**src/rtl/seg_pkg.sv**
```systemverilog
// Shared constants, display-word layout and hex-to-segment table for the
// seven-segment scan controller.
package seg_pkg;

  localparam int unsigned NUM_DIGITS = 4;

  localparam int unsigned VAL_LSB = 0;
  localparam int unsigned EN_LSB  = 16;
  localparam int unsigned DP_LSB  = 20;
  localparam int unsigned RAW_BIT = 24;
  localparam int unsigned WORD_W  = RAW_BIT + 1;

  localparam logic [7:0] SEG_OFF = 8'hFF;
  localparam logic [3:0] AN_OFF  = 4'hF;

  // Active-low {g,f,e,d,c,b,a} for hex digits 0..F.
  localparam logic [6:0] HEX_SEG [16] = '{
    7'h40, 7'h79, 7'h24, 7'h30, 7'h19, 7'h12, 7'h02, 7'h78,
    7'h00, 7'h10, 7'h08, 7'h03, 7'h46, 7'h21, 7'h06, 7'h0E
  };

  typedef enum logic {
    MODE_DECODED = 1'b0,
    MODE_RAW     = 1'b1
  } disp_mode_e;

  // Bit layout matches wr_data[24:0].
  typedef struct packed {
    logic        raw;
    logic [3:0]  dp;
    logic [3:0]  en;
    logic [15:0] val;
  } disp_word_t;

endpackage

```
**src/rtl/seg_hex_decoder.sv**
```systemverilog
// Combinational 4-bit hex to active-low 7-segment lookup.
module seg_hex_decoder
  import seg_pkg::*;
(
  input  logic [3:0] nibble_i,
  output logic [6:0] seg_n_o
);

  always_comb begin
    seg_n_o = HEX_SEG[nibble_i];
  end

endmodule

```
**src/rtl/seg_scan_ctrl.sv**
```systemverilog
// 4-digit seven-segment scan controller with frame-aligned double buffering.
// Optional build macro: LEADING_ZERO_BLANK_EN (dark leading-zero digits).
module seg_scan_ctrl
  import seg_pkg::*;
#(
  parameter int unsigned SCAN_DIV     = 100000,
  parameter int unsigned BLANK_CYCLES = 16
) (
  input  logic        clk,
  input  logic        reset,
  input  logic        wr_en,
  input  logic [31:0] wr_data,
  input  logic [3:0]  raw_an,
  input  logic [7:0]  raw_bcd,
  output logic [3:0]  an_o,
  output logic [7:0]  seg_o,
  output logic        frame_tick
);

  localparam int unsigned CNT_W = $clog2(SCAN_DIV);

  logic [CNT_W-1:0] div_cnt_q, div_cnt_d;
  logic [1:0]       digit_q, digit_d;
  disp_word_t       shadow_q, shadow_d;
  disp_word_t       active_q, active_d;
  logic             pending_q, pending_d;
  logic [3:0]       an_q, an_d;
  logic [7:0]       seg_q, seg_d;
  logic             tick_q, tick_d;

  disp_word_t       wr_word;
  disp_mode_e       mode;
  logic             slot_end;
  logic             frame_end;
  logic [3:0]       nibble;
  logic [6:0]       hex_seg_n;
  logic [3:0]       lz_dark;
  logic             digit_dark;
  logic             unused_wr_bits;

  assign wr_word        = disp_word_t'(wr_data[WORD_W-1:0]);
  assign unused_wr_bits = ^wr_data[31:WORD_W];
  assign mode           = disp_mode_e'(active_q.raw);
  assign slot_end       = (div_cnt_q == CNT_W'(SCAN_DIV - 1));
  assign frame_end      = slot_end && (digit_q == 2'd3);
  assign nibble         = active_q.val[{digit_q, 2'b00} +: 4];

  seg_hex_decoder u_hex (
    .nibble_i (nibble),
    .seg_n_o  (hex_seg_n)
  );

  always_comb begin
    div_cnt_d = slot_end ? '0 : div_cnt_q + 1'b1;
    digit_d   = slot_end ? digit_q + 2'd1 : digit_q;
  end

  // A write landing on the boundary cycle goes straight to the active word so
  // it is not held back a whole frame.
  always_comb begin
    shadow_d  = shadow_q;
    active_d  = active_q;
    pending_d = pending_q;
    if (wr_en) begin
      shadow_d  = wr_word;
      pending_d = 1'b1;
    end
    if (frame_end) begin
      if (wr_en) begin
        active_d = wr_word;
      end else if (pending_q) begin
        active_d = shadow_q;
      end
      pending_d = 1'b0;
    end
  end

  always_comb begin
    lz_dark = '0;
`ifdef LEADING_ZERO_BLANK_EN
    for (int unsigned i = 1; i < NUM_DIGITS; i++) begin
      lz_dark[i] = ((active_q.val >> (4 * i)) == 16'h0000);
    end
`endif
  end

  always_comb begin
    digit_dark = (div_cnt_q < CNT_W'(BLANK_CYCLES))
              || !active_q.en[digit_q]
              || lz_dark[digit_q];
  end

  always_comb begin
    an_d   = AN_OFF;
    seg_d  = SEG_OFF;
    tick_d = frame_end;
    if (mode == MODE_RAW) begin
      an_d  = raw_an;
      seg_d = raw_bcd;
    end else if (!digit_dark) begin
      an_d  = ~(4'b0001 << digit_q);
      seg_d = {~active_q.dp[digit_q], hex_seg_n};
    end
  end

  always_ff @(posedge clk or posedge reset) begin
    if (reset) begin
      div_cnt_q <= '0;
      digit_q   <= '0;
      shadow_q  <= '0;
      active_q  <= '0;
      pending_q <= 1'b0;
      an_q      <= AN_OFF;
      seg_q     <= SEG_OFF;
      tick_q    <= 1'b0;
    end else begin
      div_cnt_q <= div_cnt_d;
      digit_q   <= digit_d;
      shadow_q  <= shadow_d;
      active_q  <= active_d;
      pending_q <= pending_d;
      an_q      <= an_d;
      seg_q     <= seg_d;
      tick_q    <= tick_d;
    end
  end

  assign an_o       = an_q;
  assign seg_o      = seg_q;
  assign frame_tick = tick_q;

endmodule

```
**config.mk**
```make
export PLATFORM = sky130hd
export DESIGN_NAME = seg_scan_ctrl
export DESIGN_NICKNAME = d
export VERILOG_FILES = /design/src/rtl/seg_pkg.sv /design/src/rtl/seg_hex_decoder.sv /design/src/rtl/seg_scan_ctrl.sv
export SDC_FILE = /design/constraint.sdc
export NUM_CORES = 1
export LEC_CHECK = 0
export CAP_MARGIN = 40
export CORE_AREA = 4 4 122 66
export CTS_CLUSTER_SIZE = 20
export DETAILED_ROUTE_END_ITERATION = 7
export DIE_AREA = 0 0 126 70
export PLACE_DENSITY = 0.8
export RECOVER_POWER = 25
export SLEW_MARGIN = 20
export SYNTH_ARGS = -nofsm -noshare
export SYNTH_HDL_FRONTEND = slang
export SYNTH_SLANG_ARGS = --single-unit
```
**constraint.sdc**
```tcl
create_clock -name clk -period 6.4 [get_ports clk]
set_clock_uncertainty 0.2 [all_clocks]
set_input_delay 0.96 -clock clk [delete_from_list [all_inputs] [get_ports clk]]
set_output_delay 0.96 -clock clk [all_outputs]
set_load 0.05 [all_outputs]
```
# ---- Yosys cells after proc, flatten, opt, wreduce, memory -nomap -nowiden
# Memory sizes are Yosys's and may differ from the RTL's.
# Index checks and enable logic that the tools add are counted.
dict set report word_totals {
  ff_bits 83
  mem_bits_ro 112
  inputBits 47
  out_inout_bits 13
  wordCells 51
  mem_count 1
}
# memory depth width read_ports rd_ports_with_merged_regs wr line_no
set mem_list {}
lappend mem_list {{(no name shown)} 16 7 1 0 0 seg_hex_decoder.sv:10} ;# seg_n_o = HEX_SEG[nibble_i];
dict set report classes {
  addsub 2
  n_lt_le_gt_ge 3
  n_eq_ne 2
  shift 2
  muxes 17
  bitwise_logic 3
  n_reduce_logical 7
}
# op count
set op_table {}
lappend op_table {{25-bit two-way mux} 2}
lappend op_table {{17-bit by 1-bit adder with 17-bit output, second input constant} 1}
lappend op_table {{17-bit == test, second input constant} 1}
lappend op_table {{17-bit by 5-bit less-than comparator with 1-bit output, second input constant} 1}
lappend op_table {{17-bit two-way mux} 1}
lappend op_table {{8-bit two-way mux} 2}
lappend op_table {{16-bit by 5-bit variable part select with 4-bit output} 1}
lappend op_table {{7-bit two-way mux} 2}
lappend op_table {{4-bit two-way mux} 2}
lappend op_table {{1-bit binary-select mux with 2-bit select} 3}
lappend op_table {{5-bit greater-or-equal comparator, second input constant} 1}
lappend op_table {{1-bit two-way mux} 5}
lappend op_table {{4-bit NOT with 5-bit output} 1}
lappend op_table {{4-bit NOT} 1}
lappend op_table {{2-bit nonzero test} 2}
lappend op_table {{1-bit by 2-bit left shift with 4-bit output, first input constant} 1}
lappend op_table {{2-bit by 3-bit less-than comparator with 1-bit output, second input constant} 1}
lappend op_table {{2-bit by 1-bit adder with 2-bit output, second input constant} 1}
lappend op_table {{2-bit == test, second input constant} 1}
lappend op_table {{1-bit logical OR} 2}
lappend op_table {{2-bit AND reduction} 1}
lappend op_table {{1-bit logical AND} 1}
lappend op_table {{1-bit logical NOT} 1}
lappend op_table {{1-bit NOT} 1}

# ---- Longest topological paths before layout
# Gate-level depths: netlist of the first run.
dict set report logic_depth {
  ltp_word 7
  depth_mapped 8
  depth_no_buf 7
}

# ---- By module
# Synthesis of the first run repeated with hierarchy kept, for this count alone.
dict set report unflattened {
  hier_cells 282
  hier_area_um2 3862.5
}
# module instances cells_per_inst area_per_inst_um2
set by_module_without_submodules {}
lappend by_module_without_submodules {seg_scan_ctrl 1 251 3599.7}
lappend by_module_without_submodules {seg_hex_decoder 1 31 262.8}

# ---- Worst setup path before layout of the first run
# OpenSTA, ideal clock, no wires.
dict set report synth_path {
  path_type {input -> register}
  start {in wr_en}
  end {reg active_q[1] (netlist bit)}
  t_arrival_ns 2.290
  required_time_ns 6.075
  setup_slack_ns 3.786
  stages 5
  n_path_buf 2
  path_cell_list {buf_2 o21ai_0 nor4_4 buf_6 mux2_2}
}
dict set report synth_via {
  elab_chain_len 2
}
# item line_no
set synth_lines {}
lappend synth_lines {{start: declaration} seg_scan_ctrl.sv:11} ;# input logic wr_en,
lappend synth_lines {{2-bit nonzero test (no line)} -}
lappend synth_lines {{2-bit AND reduction (no line)} -}
lappend synth_lines {{end signal: assignment} seg_scan_ctrl.sv:120} ;# active_q <= active_d;
lappend synth_lines {{end: declaration} seg_scan_ctrl.sv:25} ;# disp_word_t active_q, active_d;
# Several ways; a longest one is shown, not always the timed one.
# A chain may end at the register's enable or synchronous reset.

# ---- Final worst setup path of the first run
dict set report layout_path {
  start {in wr_en}
  end {reg active_q[7] (netlist bit)}
}
# The elaborated chain is that of the path after synthesis.

==> run metrics, run 1 <==
cell area after synthesis 0.00376 mm^2; CP Cell Sequence clkdlybuf4s50_1 > buf_4 > o21ai_0 > nor4_4 > buf_4 > mux2_2; grt ovf 0; dpl hpwl 5.29 mm; Yosys reg bits 83; sequential share of the synthesized area 55.7%; vias in the first global route 2,487; CTS Sinks 83; Worst-Skew Late Latency 0.33 ns; H-tree depth 3; nature of the critical path endpoint flop; Leakage 1.99 nW; Critical path buffers and inverters 3; Syn-to-layout area delta 24.4%; DIE HEIGHT 70 um; Pwr Density 238 mW/mm^2; slowest CP cell nor4_4; die area 0.00882 mm^2; failing checks max-capacitance violations, max-slew violations; CTS tree yes; adder-cell share of the synthesized area 3.66%; final net count 390; Register-to-Register Path Depth 5; largest net degree at the start of global routing 56; Primary FF master, synth dfrtp_1; total negative slack 0 ns; maximum vdd ir drop 0.000128 V; Root Buffer clkbuf_16; GP Congestion 0.845; final-report hold violation count 0; RSZ-0062 raised after global routing no; worst-path fanout max 27; syn nets 335; Synth Area in XOR/XNOR 3.26%; Remaining DRCs 0; Synth Area per Inst 13.6 um^2; crit start category primary input; Core Box Area 0.00705 mm^2; met3 WL 453 um; Crit Path Class primary input to flop; Non-Filler Instances 433; Tot GR Track Use 18.7%; HP Class flop to flop; most used cell along the critical path buf_4; FF-to-FF Start digit_q[0]; max cap viols 1; FP Rows 22; hold path cells 1; port bufs 52; Max clock buf depth 2; fin crit share 52.3%; Initial Util 53.3%; Cells after DPL 417; largest family of logic cells by synthesized area multiplexers; post-CTS sizing 0; simple-gate portion of the synthesized area 9.06%; post-DR vias/cell 5.46; Metal-1 WL 3.82 mm; CP arrival 3.36 ns; I/O pin cnt 60; met2 WL 3.30 mm; Die X 126 um; WP depth 6; fin crit period 3.35 ns; hold_sp active_q[0]; number of synthesized flops with an enable pin 0; compound-cell area share of the yosys netlist 4.70%; DR vias 2,365; Top delay family on crit path buffers and inverters; mux contribution to synthesized area 20.5%; final core utilization 66.3%; Slew Limit Fails 29; diode count 0; DR pass1 iterations 4; postcts setup bufs 0; status finished, violations left; Slew headroom -10.7%; clock transition at the registers of the reported paths 0.06 ns; Setup violations, final 0; Post-Synthesis Cells 277; initial DRC count 129; R2R Setup Slk 3.58 ns; Critical Path Max Stage Delay 0.58 ns; hold buffer count at cts 0; worst slew pin tran 1.66 ns; layout cells sized above 1 27.6%; top sig layer met4; antenna violations before repair 0; antenna-violating nets left 0; Distinct cells, synth 44; Post-synth ARST share 100%; total wire length 7.61 mm; total power 0.00111 W; cts bufs inserted 9; Syn. warnings 0; Req. time, crit path 6.41 ns; average wire per standard cell 17.6 um; first-pass GRT wire length 12.9 mm; f_max 299 MHz; crit path from wr_en
[state kept, by name, summed over array words and instances (netlist names), 2 cells and up]
register	cells
shadow_q	25
div_cnt_q	17
seg_o	8
active_q	24
an_o	4
digit_q	2
[final timing paths]
check | endpoint
max | active_q[7]
min | active_q[0]
max reg2reg | active_q[7]
min reg2reg | active_q[0]
max in group asynchronous | an_o[0]
min in group asynchronous | shadow_q[23]
[synth_stat cells (2+ instances only)]
cell type | n | area share (%)
and3_1 | 4 | 0.67
mux4_2 | 6 | 3.6
nor3_1 | 4 | 0.53
xor2_1 | 4 | 0.93
a2bb2oi_1 | 5 | 1.2
mux2_2 | 50 | 15
nor3b_1 | 2 | 0.40
ha_1 | 11 | 3.7
nand3_1 | 4 | 0.53
xnor2_1 | 10 | 2.3
nor4_1 | 2 | 0.33
mux2_1 | 2 | 0.60
clkbuf_1 | 4 | 0.40
or2_2 | 2 | 0.33
inv_1 | 13 | 1.3
dfstp_2 | 12 | 8.4
nor2_1 | 14 | 1.4
nand4_1 | 3 | 0.50
mux2i_1 | 5 | 1.3
dfrtp_1 | 71 | 47
a21oi_1 | 3 | 0.40
and4_1 | 2 | 0.47
nand3b_1 | 3 | 0.60
buf_6 | 2 | 0.60
buf_2 | 3 | 0.40
buf_1 | 2 | 0.20
nor4_4 | 2 | 1.1
o32a_1 | 5 | 1.3
nand2_1 | 12 | 1.2
[power breakdown]
part           switching, W  internal (W)
logic             0.0000256     0.0000381
clock network      0.000203      0.000303
registers        0.00000366      0.000541
[cell usage in the layout, fill, tap and decap left out, types with 2 or more instances in the layout]
| master | netlist | final |
|---|---|---|
| dfrtp_1 | 71 | 71 |
| clkdlybuf4s50_1 | 0 | 51 |
| mux2_2 | 50 | 50 |
| nor2_1 | 14 | 14 |
| nand2_1 | 12 | 12 |
| inv_1 | 13 | 12 |
| dfstp_2 | 12 | 12 |
| ha_1 | 11 | 11 |
| xnor2_1 | 10 | 10 |
| clkbuf_16 | 0 | 9 |
| mux4_2 | 6 | 6 |
| a2bb2oi_1 | 5 | 5 |
| o32a_1 | 5 | 5 |
| mux2i_1 | 5 | 5 |
| nor3_1 | 4 | 4 |
| and3_1 | 4 | 4 |
| nand3_1 | 4 | 4 |
| xor2_1 | 4 | 4 |
| nand4_1 | 3 | 3 |
| nand3b_1 | 3 | 3 |
| a21oi_1 | 3 | 3 |
| and4_1 | 2 | 2 |
| nor4_4 | 2 | 2 |
| mux2_1 | 2 | 2 |
| nor4_1 | 2 | 2 |
| or2_2 | 2 | 2 |
| nor3b_1 | 2 | 2 |
| clkinv_2 | 0 | 2 |
| clkbuf_1 | 4 | 2 |
| buf_4 | 1 | 2 |
[worst reg2reg max path: stages, from the launching register on]
cell,delay (ns)
dfrtp_1,0.69
ha_1,0.29
o21ai_0,0.17
nor4_4,0.58
buf_4,0.38
mux2_2,0.38
[final cells by class]
cell class                 count  area (um^2)
inverter                      13         50.0
fill                         533         2380
clock buffer                  10          229
multi-input combinational    169         1550
tap                           96          120
sequential                    83         2090
timing repair buffer          56          567
clock inverter                 6         65.1
[kinds of logic after synthesis]
logic type,count (synthesis)
muxes,63
xor gates and xnor gates,14
DFF,83
AOI/OAI and AO/OA,22
buffers and inverters,25
and+or+nand+nor,59
adders and majority gates,11
[per-stage QoR]
stage               hold WS, ns  cell area (um^2)  worst slack [ns]
detailed placement        0.271              4380              2.71
global placement          0.265              4350              2.77
global route              0.300              4670              2.91
floorplan                 0.220              3760              3.12
CTS                       0.290              4670              3.05
finish                    0.286              4670              3.05
[metal layers]
layer / vias to the layer above / track usage, %
met5: - / 0
met4: 0 / 4.16
met3: 4 / 6.49
met2: 72 / 27.5
met1: 1191 / 26.8
li1: 1098 / -
Power figures use the tool's default switching activity.
==> run 2, diff against run 1 <==
CORE_AREA = 4 4 125 67   (was 4 4 122 66)
DIE_AREA = 0 0 129 71   (was 0 0 126 70)
PLACE_DENSITY = 0.77   (was 0.8)
clock period = 3.3 ns   (was 6.4 ns; I/O delays follow)
==> run metrics, run 2 (synthesis results as in run 1) <==
status complete, no violations; antenna-violating nets left 0; switching part of the total power 19.7%; Core Box Area 0.00721 mm^2; commonest non-fill, non-tap cell in the layout dfrtp_1; dpl hpwl 5.15 mm; vias in the first global route 2,573; CTS Sinks 83; RSZ-0062 raised after global routing no; max cap viols 0; Syn-to-layout area delta 24.8%; f_max 405 MHz; worst r2r dst seg_o[3]; Slew Limit Fails 0; H-tree depth 3; Pwr Density 477 mW/mm^2; net switching power figure 0.000441 W; Req. time, crit path 3.38 ns; Non-Filler Instances 431; post-CTS sizing 0; end of the worst hold path div_cnt_q[0]; Die X 129 um; CP arrival 2.55 ns; average wire per standard cell 16.7 um; clock transition at the registers of the reported paths 0.06 ns; maximum vdd ir drop 0.000312 V; HP Class flop to flop; hold_sp div_cnt_q[0]; Comb power frac 5.4%; Initial Util 52.1%; Leakage 2.00 nW; total wire length 7.21 mm; FF-to-FF Start digit_q[0]; CTS tree yes; diode count 0; fin crit share 74.7%; FP Rows 22; Tot GR Track Use 17.5%; layout cells sized above 1 27.5%; Worst-Skew Late Latency 0.34 ns; Register-to-Register Path Depth 7; port bufs 52; Int Pwr 0.00180 W; nature of the critical path endpoint flop; Remaining DRCs 0; Max clock buf depth 2; R2R Setup Slk 0.83 ns; hold buffer count at cts 0; worst slew pin tran 0.875 ns; Largest register FFs 25; largest net degree at the start of global routing 62; DR pass1 iterations 4; total negative slack 0 ns; worst-path fanout max 9; Crit Path Class flop to flop; Fillers 551; most frequent cells in the layout 71 x dfrtp_1, 51 x clkdlybuf4s50_1, 50 x mux2_2, 14 x nor2_1, 13 x inv_1; die area 0.00916 mm^2; antenna violations before repair 0; postcts setup bufs 0; fin crit period 2.47 ns; I/O pin cnt 60; post-layout instance area 0.00469 mm^2; DIE HEIGHT 71 um; Largest Register shadow_q; top flop regs shadow_q (25), active_q (24), div_cnt_q (17); hold path cells 1; first-pass GRT wire length 12.4 mm; Setup violations, final 0; Root Buffer clkbuf_16; DR vias 2,340; grt ovf 0; post-DR vias/cell 5.43; clock power share 47.4%; DP Area 0.00437 mm^2; Cells after DPL 417; crit start category flop; initial DRC count 249; GP Congestion 0.868; Flop pwr share 47.2%; final net count 390; cts bufs inserted 9; final-report hold violation count 0; Slew headroom 41.6%
-- run 2: cell types whose count changed in the layout (fill, tap and decap cells not counted), sizes merged --
cell,previous run,this run
buf,3,4
bufinv,1,2
clkbuf,11,10
clkinv,3,1
clkinvlp,2,1
-- run 2: worst max path at each step --
stage / start / depth (start not counted) / end
4_1_cts: digit_q[0] / 7 / seg_o[3]
5_1_grt: digit_q[0] / 7 / seg_o[3]
3_3_place_gp: wr_en / 5 / active_q[4]
3_5_place_dp: wr_en / 5 / active_q[13]
2_1_floorplan: reset / 1 / active_q[0]
6_report: digit_q[0] / 7 / seg_o[3]
-- run 2: power by group through the flow --
stage	Sequential, W	Clock, W	Combinational, W
2_1_floorplan	0.00107	0	0.0000588
3_3_place_gp	0.00107	0	0.000120
3_5_place_dp	0.00108	0	0.000123
4_1_cts	0.00106	0.00109	0.000124
5_1_grt	0.00106	0.00113	0.000134
6_report	0.00106	0.00106	0.000120
-- run 2: routing by layer --
layer	wire (um)	vias up	share of wire (%)	GRT usage, %
met3	301	15	4.2	5.81
met5	0	-	0	0
met1	3020	1188	42	21.0
li1	-	1091	-	-
met4	145	0	2.0	7.45
met2	3740	46	52	29.1
-- run 2: layout make-up --
type,instances,area (um^2),area share (%)
clock inverters,4,76.3,1.63
well taps,96,120,2.56
multi-input cells,169,1550,33.0
flip-flops and latches,83,2090,44.6
clock buffers,10,239,5.10
inverters,13,48.8,1.04
repair buffers,56,563,12.0
-- run 2: per-stage QoR --
step | hold slack [ns] | setup slack [ns] | utilization (%) | power [W]
floorplan | 0.220 | 0.488 | - | 0.00113
global placement | 0.263 | 0.795 | 60.6 | 0.00119
detailed placement | 0.272 | 0.795 | 60.6 | 0.00120
CTS | 0.286 | 0.806 | 65.0 | 0.00227
global route | 0.315 | 0.691 | 65.0 | 0.00232
finish | 0.283 | 0.833 | 65.0 | 0.00224
-- run 2: worst max-delay path, cell delays in order (launching register included) --
cell and delay, ns:
dfrtp_1 0.67, mux4_2 0.67, inv_1 0.15, ha_1 0.26
inv_1 0.06, mux2i_1 0.06, mux2i_1 0.18, o22a_1 0.15
==> run 3, diff against run 2 <==
clock period = 2.4 ns   (was 3.3 ns; I/O delays follow)
==> run metrics, run 3 (synthesis results as in run 1) <==
Setup violations, final 0; Pwr Density 631 mW/mm^2; total negative slack 0 ns; I/O pin cnt 60; Slew headroom 28.2%; layout cells sized above 1 28.6%; postcts setup bufs 0; maximum vdd ir drop 0.000439 V; f_max 444 MHz; fin crit period 2.25 ns; HP Class flop to flop; DR vias 2,347; first-pass GRT wire length 12.0 mm; Largest Register shadow_q; final-report hold violation count 0; Remaining DRCs 0; DIE HEIGHT 71 um; Root Buffer clkbuf_16; Core Box Area 0.00721 mm^2; max cap viols 0; commonest non-fill, non-tap cell in the layout dfrtp_1; CTS Sinks 83; CP arrival 2.27 ns; Non-Filler Instances 435; Cells after DPL 420; top flop regs shadow_q (25), active_q (24), div_cnt_q (17); die area 0.00916 mm^2; Die X 129 um; final net count 393; diode count 0; nature of the critical path endpoint flop; most frequent cells in the layout 70 x dfrtp_1, 51 x clkdlybuf4s50_1, 50 x mux2_2, 14 x nor2_1; worst-path fanout max 25; DR pass1 iterations 4; total wire length 7.10 mm; largest net degree at the start of global routing 84; status complete, no violations; antenna violations before repair 0; Crit Path Class flop to flop; Syn-to-layout area delta 24.9%; Req. time, crit path 2.42 ns; Fillers 545; RSZ-0062 raised after global routing no; Max clock buf depth 2; Hold Worst Slack 0.279 ns; GP Congestion 0.872; grt ovf 0; Slew Limit Fails 0; Initial Util 52.1%; Largest register FFs 25; worst slew pin tran 1.08 ns; antenna-violating nets left 0; crit start category flop; CTS tree yes; Tot GR Track Use 16.9%; dpl hpwl 5.11 mm; H-tree depth 3; fin crit share 93.8%; initial DRC count 132; Worst-Skew Late Latency 0.34 ns; port bufs 52; post-DR vias/cell 5.40; FP Rows 22; vias in the first global route 2,536; cts bufs inserted 9; average wire per standard cell 16.3 um; Leakage 1.99 nW; clock transition at the registers of the reported paths 0.06 ns
## run 3: changes by cell type in the layout (fill, tap and decap cells not counted), sizes merged
cell	previous run	this run
inv	13	14
buf	4	6
clkinvlp	1	3
clkinv	1	0
bufinv	2	1
clkbuf	10	11
## run 3: report_power, final
part | switching, W | leakage [nW] | internal (W)
clock | 0.000537 | 0.136 | 0.000807
sequential | 0.0000101 | 1.04 | 0.00144
combinational | 0.0000659 | 0.818 | 0.0000974
total | 0.000613 | 1.99 | 0.00235
## run 3: worst paths after layout
| kind | from | endpoint | slack, ns | cells past startpoint |
|---|---|---|---|---|
| max | div_cnt_q[0] | active_q[10] | 0.15 | 6 |
| min | div_cnt_q[0] | div_cnt_q[0] | 0.28 | 1 |
| max reg2reg | div_cnt_q[0] | active_q[10] | 0.15 | 6 |
| min reg2reg | div_cnt_q[0] | div_cnt_q[0] | 0.28 | 1 |
| max in group asynchronous | reset | digit_q[0] | 0.57 | 3 |
| min in group asynchronous | reset | div_cnt_q[1] | 0.71 | 3 |
## run 3: critical path, cell delays in order (launching register included)
cell and delay, ns:
dfrtp_1 0.38, ha_1 0.23, and4_1 0.28, nand2_2 0.12, nor4_4 0.32, buf_12 0.22, mux2_2 0.36
## run 3: layout make-up
type,instances,area [um^2],share of cell area [%]
sequential,83,2090,44.6
tap,96,120,2.56
timing repair buffer,59,586,12.5
clock buffer,10,229,4.88
multi-input combinational,169,1550,33.0
inverter,13,52.6,1.12
clock inverter,5,62.6,1.33
## run 3: routing by layer
metal  part of all wire, %  routed length, um  global-route usage [%]
met1                    42               2970                    20.6
met2                    52               3670                    27.8
met3                   4.3                308                    5.66
met4                   2.1                150                    7.33
met5                     0                  0                       0
## run 3: repair_timing
| action | CTS | global route |
|---|---|---|
| hold endpoints to repair | 0 | 0 |
| hold buffers | 0 | 0 |
| setup endpoints to repair | 0 | 2 |
| resized for setup | 0 | 1 |
## run 3: per-stage QoR
stage                     utilization [%]  power [W]  cell area, um^2  setup WS, ns
after CTS                            65.2    0.00301             4700        0.0884
final                                65.0    0.00296             4690         0.150
after floorplan                         -    0.00155             3760         0.182
after global routing                 65.0    0.00307             4690        0.0576
after global placement               61.2    0.00164             4410         0.125
after detailed placement             61.2    0.00165             4410         0.114
